--- config.mk ---
export PLATFORM = sky130hd
export DESIGN_NAME = hex_display_driver
export DESIGN_NICKNAME = d
export VERILOG_FILES = /design/src/rtl/hex_disp_pkg.sv /design/src/rtl/hex_to_seg.sv /design/src/rtl/hex_display_driver.sv
export SDC_FILE = /design/constraint.sdc
export NUM_CORES = 1
export LEC_CHECK = 0
export CAP_MARGIN = 20
export CORE_MARGIN = 8
export CORE_UTILIZATION = 41
export DETAILED_ROUTE_END_ITERATION = 7
export PLACE_DENSITY = 0.67
export RECOVER_POWER = 50
export SLEW_MARGIN = 10
export SYNTH_ARGS = -nofsm -noshare
export SYNTH_HDL_FRONTEND = slang
export SYNTH_SLANG_ARGS = --single-unit
export TNS_END_PERCENT = 100
--- constraint.sdc ---
create_clock -name clk -period 3.36 [get_ports clk]
set_input_delay 0.672 -clock clk [delete_from_list [all_inputs] [get_ports clk]]
set_output_delay 0.672 -clock clk [all_outputs]
set_load 0.01 [all_outputs]
--- src/rtl/hex_disp_pkg.sv ---
// Shared constants and the nibble-to-segment decode table for the hex display driver.
package hex_disp_pkg;

  localparam int NUM_DIGITS = 6;
  localparam logic [7:0] SEG_BLANK = 8'hFF;

  // Active-low a..g pattern, bit0 = a, bit6 = g.
  function automatic logic [6:0] seg_decode(input logic [3:0] nibble);
    logic [6:0] seg;
    case (nibble)
      4'h0: seg = 7'h40;
      4'h1: seg = 7'h79;
      4'h2: seg = 7'h24;
      4'h3: seg = 7'h30;
      4'h4: seg = 7'h19;
      4'h5: seg = 7'h12;
      4'h6: seg = 7'h02;
      4'h7: seg = 7'h78;
      4'h8: seg = 7'h00;
      4'h9: seg = 7'h10;
      4'hA: seg = 7'h08;
      4'hB: seg = 7'h03;
      4'hC: seg = 7'h46;
      4'hD: seg = 7'h21;
      4'hE: seg = 7'h06;
      default: seg = 7'h0E;
    endcase
    return seg;
  endfunction

endpackage

--- src/rtl/hex_to_seg.sv ---
// One digit: nibble decode with optional blanking, decimal point appended as bit7.
module hex_to_seg
  import hex_disp_pkg::*;
(
  input  logic [3:0] nibble,
  input  logic       dp,
  input  logic       blank,
  output logic [7:0] seg
);

  always_comb begin
    seg      = SEG_BLANK;
    seg[6:0] = blank ? SEG_BLANK[6:0] : seg_decode(nibble);
    seg[7]   = ~dp;
  end

endmodule

--- src/rtl/hex_display_driver.sv ---
// Six-digit active-low seven-segment driver with load shadowing, blinking and enable.
// Optional leading-zero blanking is built when HEX_LZB_EN is defined.
module hex_display_driver
  import hex_disp_pkg::*;
#(
  parameter int CLK_HZ   = 50_000_000,
  parameter int BLINK_HZ = 2
) (
  input  logic        clk,
  input  logic        rst,
  input  logic        load,
  input  logic [23:0] value,
  input  logic [5:0]  dp,
  input  logic [5:0]  blink_mask,
  input  logic        en,
  output logic        load_ack,
  output logic [7:0]  HEX0,
  output logic [7:0]  HEX1,
  output logic [7:0]  HEX2,
  output logic [7:0]  HEX3,
  output logic [7:0]  HEX4,
  output logic [7:0]  HEX5
);

  localparam int HALF  = CLK_HZ / (2 * BLINK_HZ);
  localparam int CNT_W = (HALF >= 2) ? $clog2(HALF) : 1;
  localparam logic [CNT_W-1:0] CNT_LAST = CNT_W'(HALF - 1);

  generate
    if (HALF < 2) begin : g_bad_half
      $error("hex_display_driver: CLK_HZ/(2*BLINK_HZ) must be at least 2");
    end
  endgenerate

  logic [23:0]                 val_q, val_d;
  logic [5:0]                  dp_q, dp_d;
  logic [5:0]                  bm_q, bm_d;
  logic [CNT_W-1:0]            cnt_q, cnt_d;
  logic                        phase_q, phase_d;
  logic                        ack_q, ack_d;
  logic [NUM_DIGITS-1:0][7:0]  hex_q, hex_d;
  logic [NUM_DIGITS-1:0][7:0]  seg_w;
  logic [NUM_DIGITS-1:0]       lzb_blank;

`ifdef HEX_LZB_EN
  logic lzb_run;

  // A digit is blanked when it and every digit above it are zero; HEX0 always shows.
  always_comb begin
    lzb_blank = '0;
    lzb_run   = 1'b1;
    for (int n = NUM_DIGITS - 1; n >= 1; n--) begin
      lzb_run      = lzb_run && (val_q[4*n +: 4] == 4'h0);
      lzb_blank[n] = lzb_run;
    end
  end
`else
  assign lzb_blank = '0;
`endif

  for (genvar g = 0; g < NUM_DIGITS; g++) begin : g_digit
    hex_to_seg u_seg (
      .nibble (val_q[4*g +: 4]),
      .dp     (dp_q[g]),
      .blank  (lzb_blank[g]),
      .seg    (seg_w[g])
    );
  end

  // load/load_ack: no back-pressure; every edge with load=1 captures value/dp/blink_mask,
  // and load_ack is high for exactly the cycle following each capturing edge.
  always_comb begin
    val_d   = load ? value      : val_q;
    dp_d    = load ? dp         : dp_q;
    bm_d    = load ? blink_mask : bm_q;
    ack_d   = load;
    cnt_d   = cnt_q + CNT_W'(1);
    phase_d = phase_q;
    if (cnt_q == CNT_LAST) begin
      cnt_d   = '0;
      phase_d = ~phase_q;
    end
    for (int n = 0; n < NUM_DIGITS; n++) begin
      hex_d[n] = seg_w[n];
      if (!en || (bm_q[n] && phase_q)) hex_d[n] = SEG_BLANK;
    end
  end

  always_ff @(posedge clk or posedge rst) begin
    if (rst) begin
      val_q   <= '0;
      dp_q    <= '0;
      bm_q    <= '0;
      cnt_q   <= '0;
      phase_q <= 1'b0;
      ack_q   <= 1'b0;
      hex_q   <= {NUM_DIGITS{SEG_BLANK}};
    end else begin
      val_q   <= val_d;
      dp_q    <= dp_d;
      bm_q    <= bm_d;
      cnt_q   <= cnt_d;
      phase_q <= phase_d;
      ack_q   <= ack_d;
      hex_q   <= hex_d;
    end
  end

  assign load_ack = ack_q;
  assign HEX0     = hex_q[0];
  assign HEX1     = hex_q[1];
  assign HEX2     = hex_q[2];
  assign HEX3     = hex_q[3];
  assign HEX4     = hex_q[4];
  assign HEX5     = hex_q[5];

endmodule

==> results_dict.tcl <==
set metrics [dict create \
    slew-limit-headroom_pct 3.58 \
    synthAdderAreaFrac_pct 8.60 \
    synth_top_family_by_area "compound AO/OA/AOI/OAI gates" \
    grt_max_degree 111 \
    grt_pass1_wl_mm 19.3 \
    finalNetCount 644 \
    layoutNonFillerInstCount 747 \
    drive_above_1_share_pct 16.3 \
    nFillCells 1217 \
    required_ps 3560 \
    hold_start "dp_q[4]" \
    leakage_nw 2.74 \
    worstPathCellList "dlygate4sd3_1 > clkinvlp_4 > clkbuf_4" \
    die_y_um 131 \
    min_to "HEX4[7]" \
    viasPerCell 5.17 \
    num_antenna_cells 0 \
    cp-start-kind "input pin" \
    timing.rr.end "cnt_q[20]" \
    core_region_area_um2 13000 \
    hold_depth 1 \
    outcome "completed" \
    antenna_found_initial 0 \
    r2r_setup_slack_ps 1240 \
    fmax_mhz 443 \
    ys_types 45 \
    die_w_um 131 \
    p_total_mw 3.04 \
    multi_input_area_um2 2400 \
    critPathBufInv 3 \
    syn_nets 558 \
    cp_top_family "buffers and inverters" \
    final-seq-area_um2 2810 \
    post-route-drc-count 0 \
    synthXorXnorAreaFrac_pct 2.12 \
    dieArea_um2 17100 \
    ios 89 \
    reg2reg_from "cnt_q[0]" \
    cts_tree "built" \
    drtIter0Drc 144 \
    yosysWarnings 0 \
    final.period_utilization_pct 67.2 \
    r2r_cells 5 \
    setup_viol_count_final 0 \
    worstMarginPinSlew_ps 1450 \
    rsz0062_at_grt "false" \
    worst-path-max-fanout 110 \
    yosysSeqAreaShare_pct 52.3 \
    hp-class "flip-flop to flip-flop" \
    vias 3860 \
    placed_cells 732 \
    synth-compound-area-share_pct 15.1 \
    synthSimpleGateAreaFrac_pct 15.0 \
    crit_slowest_cell "clkbuf_4" \
    wire_per_inst_um 15.7 \
    max-cap-violations 0 \
    grt_pass1_vias 3809 \
    cpPeakStageDelay_ps 1040 \
    pre_cts_slack_ps 1050 \
    port_buffers 88 \
    skew_ps 6.86 \
    ys_ff_latch 110 \
    place_congestion 0.837 \
    finalMaxSlewViolations 0 \
    syn_area_per_cell_um2 11.2 \
    cts_root_buffer "clkbuf_16" \
    min_period_ps 2260 \
    clk_latency_ps 340 \
    synthMuxAreaShare_pct 4.14 \
    end_kind "async pin" \
    worst_slack_ps 1100 \
    power_density_nw_per_um2 455 \
    cts_max_level 3 \
    path_clk_slew_ps 70 \
    fin_area_um2 6680 \
    ir_worst_vdd_mv 0.211 \
    initial_core_util_pct 41.3 \
    tns_ps 0 \
    grt-ovfl-total 0 \
    syn-cell-area_um2 5380 \
    place_area_um2 6440 \
    finalHoldViolations 0 \
    cts_sinks 110 \
    critical_path_class "input pin to async pin" \
    clk_path_buf_depth 2 \
    std_cell_rows 42 \
    drt_wl_total_mm 11.7 \
    cts_resized 0 \
    hold_buffers 0 \
    drtAntennaViolNets 0 \
    cts_buffers 9 \
    synthCells 481 \
    worst_ep_arrival_time_ps 2460 \
    areaGrowthSynthToFinish_pct 24.1 \
    dpl.hpwl_mm 8.45 \
    cts_setup_buffers 0 \
    grt.total_usage_pct 14.4 \
    dr.pass1.iters 4 \
]
-- cell usage after synthesis (all sizes together) --
master / count / area share, %
xor2: 7 / 1.1
a21o: 8 / 1.1
dfstp: 48 / 23
nand4b: 1 / 0.16
nor3: 2 / 0.28
nor2: 19 / 1.3
nand2b: 16 / 1.9
o31a: 1 / 0.16
nand3b: 6 / 0.84
o31ai: 5 / 0.70
o311ai: 27 / 4.4
xnor2: 6 / 0.98
nor2b: 14 / 1.6
a21oi: 11 / 1.2
ha: 37 / 8.6
or4: 5 / 0.84
and4: 5 / 0.95
mux2: 18 / 3.8
a21boi: 14 / 2.0
buf: 6 / 0.65
mux2i: 2 / 0.37
nand3: 13 / 1.4
nor4: 1 / 0.12
and2: 1 / 0.12
o21ai: 33 / 3.1
o211ai: 18 / 2.5
and3: 2 / 0.26
dfrtp: 62 / 29
nor4b: 1 / 0.16
nand2: 50 / 3.5
or3: 5 / 0.58
nand4: 6 / 0.98
clkbuf: 10 / 0.70
inv: 21 / 1.5
-- layer usage --
metal  track usage [%]  vias to the layer above  routed length [um]
li1                  -                     1889                   -
met1              18.2                     1896                5420
met2              23.9                       64                5700
met3              3.04                       11                 472
met4              5.27                        0                 157
met5                 0                        -                   0
-- power by group --
part	switching [mW]	internal, mW	total (mW)
Combinational	0.239	0.264	0.503
Sequential	0.0899	1.47	1.56
Clock	0.457	0.517	0.974
Total	0.786	2.25	3.04
-- cells in the final DEF, fill, tap and decap left out, types with 2 or more instances in the layout --
cell and instances:
clkdlybuf4s50_1 86, dfrtp_1 62, nand2_1 50, dfstp_2 48, ha_1 37, o21ai_0 33
o311ai_0 27, inv_1 20, nor2_1 19, mux2_2 18, o211ai_1 18, nand2b_1 16
nor2b_1 14, nand3_1 13, a21oi_1 9, clkbuf_16 9, a21boi_0 8, a21o_1 8
xor2_1 7, a21boi_1 6, nand3b_1 6, xnor2_1 6, nand4_1 5, o31ai_1 5
or3_1 5, and4_1 4, or4_1 3, clkinv_2 3, mux2i_1 2, or4_4 2
a21oi_2 2, buf_4 2
-- state kept, by name (all words and copies together) (netlist names) --
| register | cells |
|---|---|
| HEX4 | 8 |
| dp_q | 6 |
| bm_q | 6 |
| HEX2 | 8 |
| HEX1 | 8 |
| HEX5 | 8 |
| val_q | 24 |
| phase_q | 1 |
| load_ack | 1 |
| cnt_q | 24 |
| HEX3 | 8 |
| HEX0 | 8 |
-- cells by family after synthesis --
logic type | count (synthesis)
xor gates and xnor gates | 13
and+or+nand+nor | 147
DFF | 110
buffers and inverters | 37
muxes | 20
adders and majority gates | 37
AOI/OAI and AO/OA | 117
-- per-stage QoR --
step	util (%)	hold slack [ps]
2_1_floorplan	-	368
3_3_place_gp	49.5	381
3_5_place_dp	49.5	388
4_1_cts	51.5	398
5_1_grt	51.3	412
6_report	51.3	391
-- worst register-to-register path: stages, from the launching register on --
cell	delay [ps]
dfrtp_1	380
ha_1	210
and4_1	310
nand3_1	370
or4_4	640
a21oi_2	140
-- area by class of cell --
type	instances	area share, %
inverter	21	1.24
clock inverter	4	0.356
clock buffer	11	3.63
sequential	110	42.1
timing repair buffer	91	13.4
tap	176	3.30
multi-input combinational	334	35.9
-- worst max-delay path by stage --
stage	startpoint	endpoint	depth (start not counted)	slack [ps]
after floorplan	rst	bm_q[0]	1	1400
after global placement	en	HEX5[6]	4	1120
after detailed placement	en	HEX2[0]	3	1050
after CTS	HEX0[4]	HEX0[4]	1	1230
after global routing	rst	cnt_q[20]	3	780
final	rst	cnt_q[16]	3	1100
(Power assumes the default switching activity.)
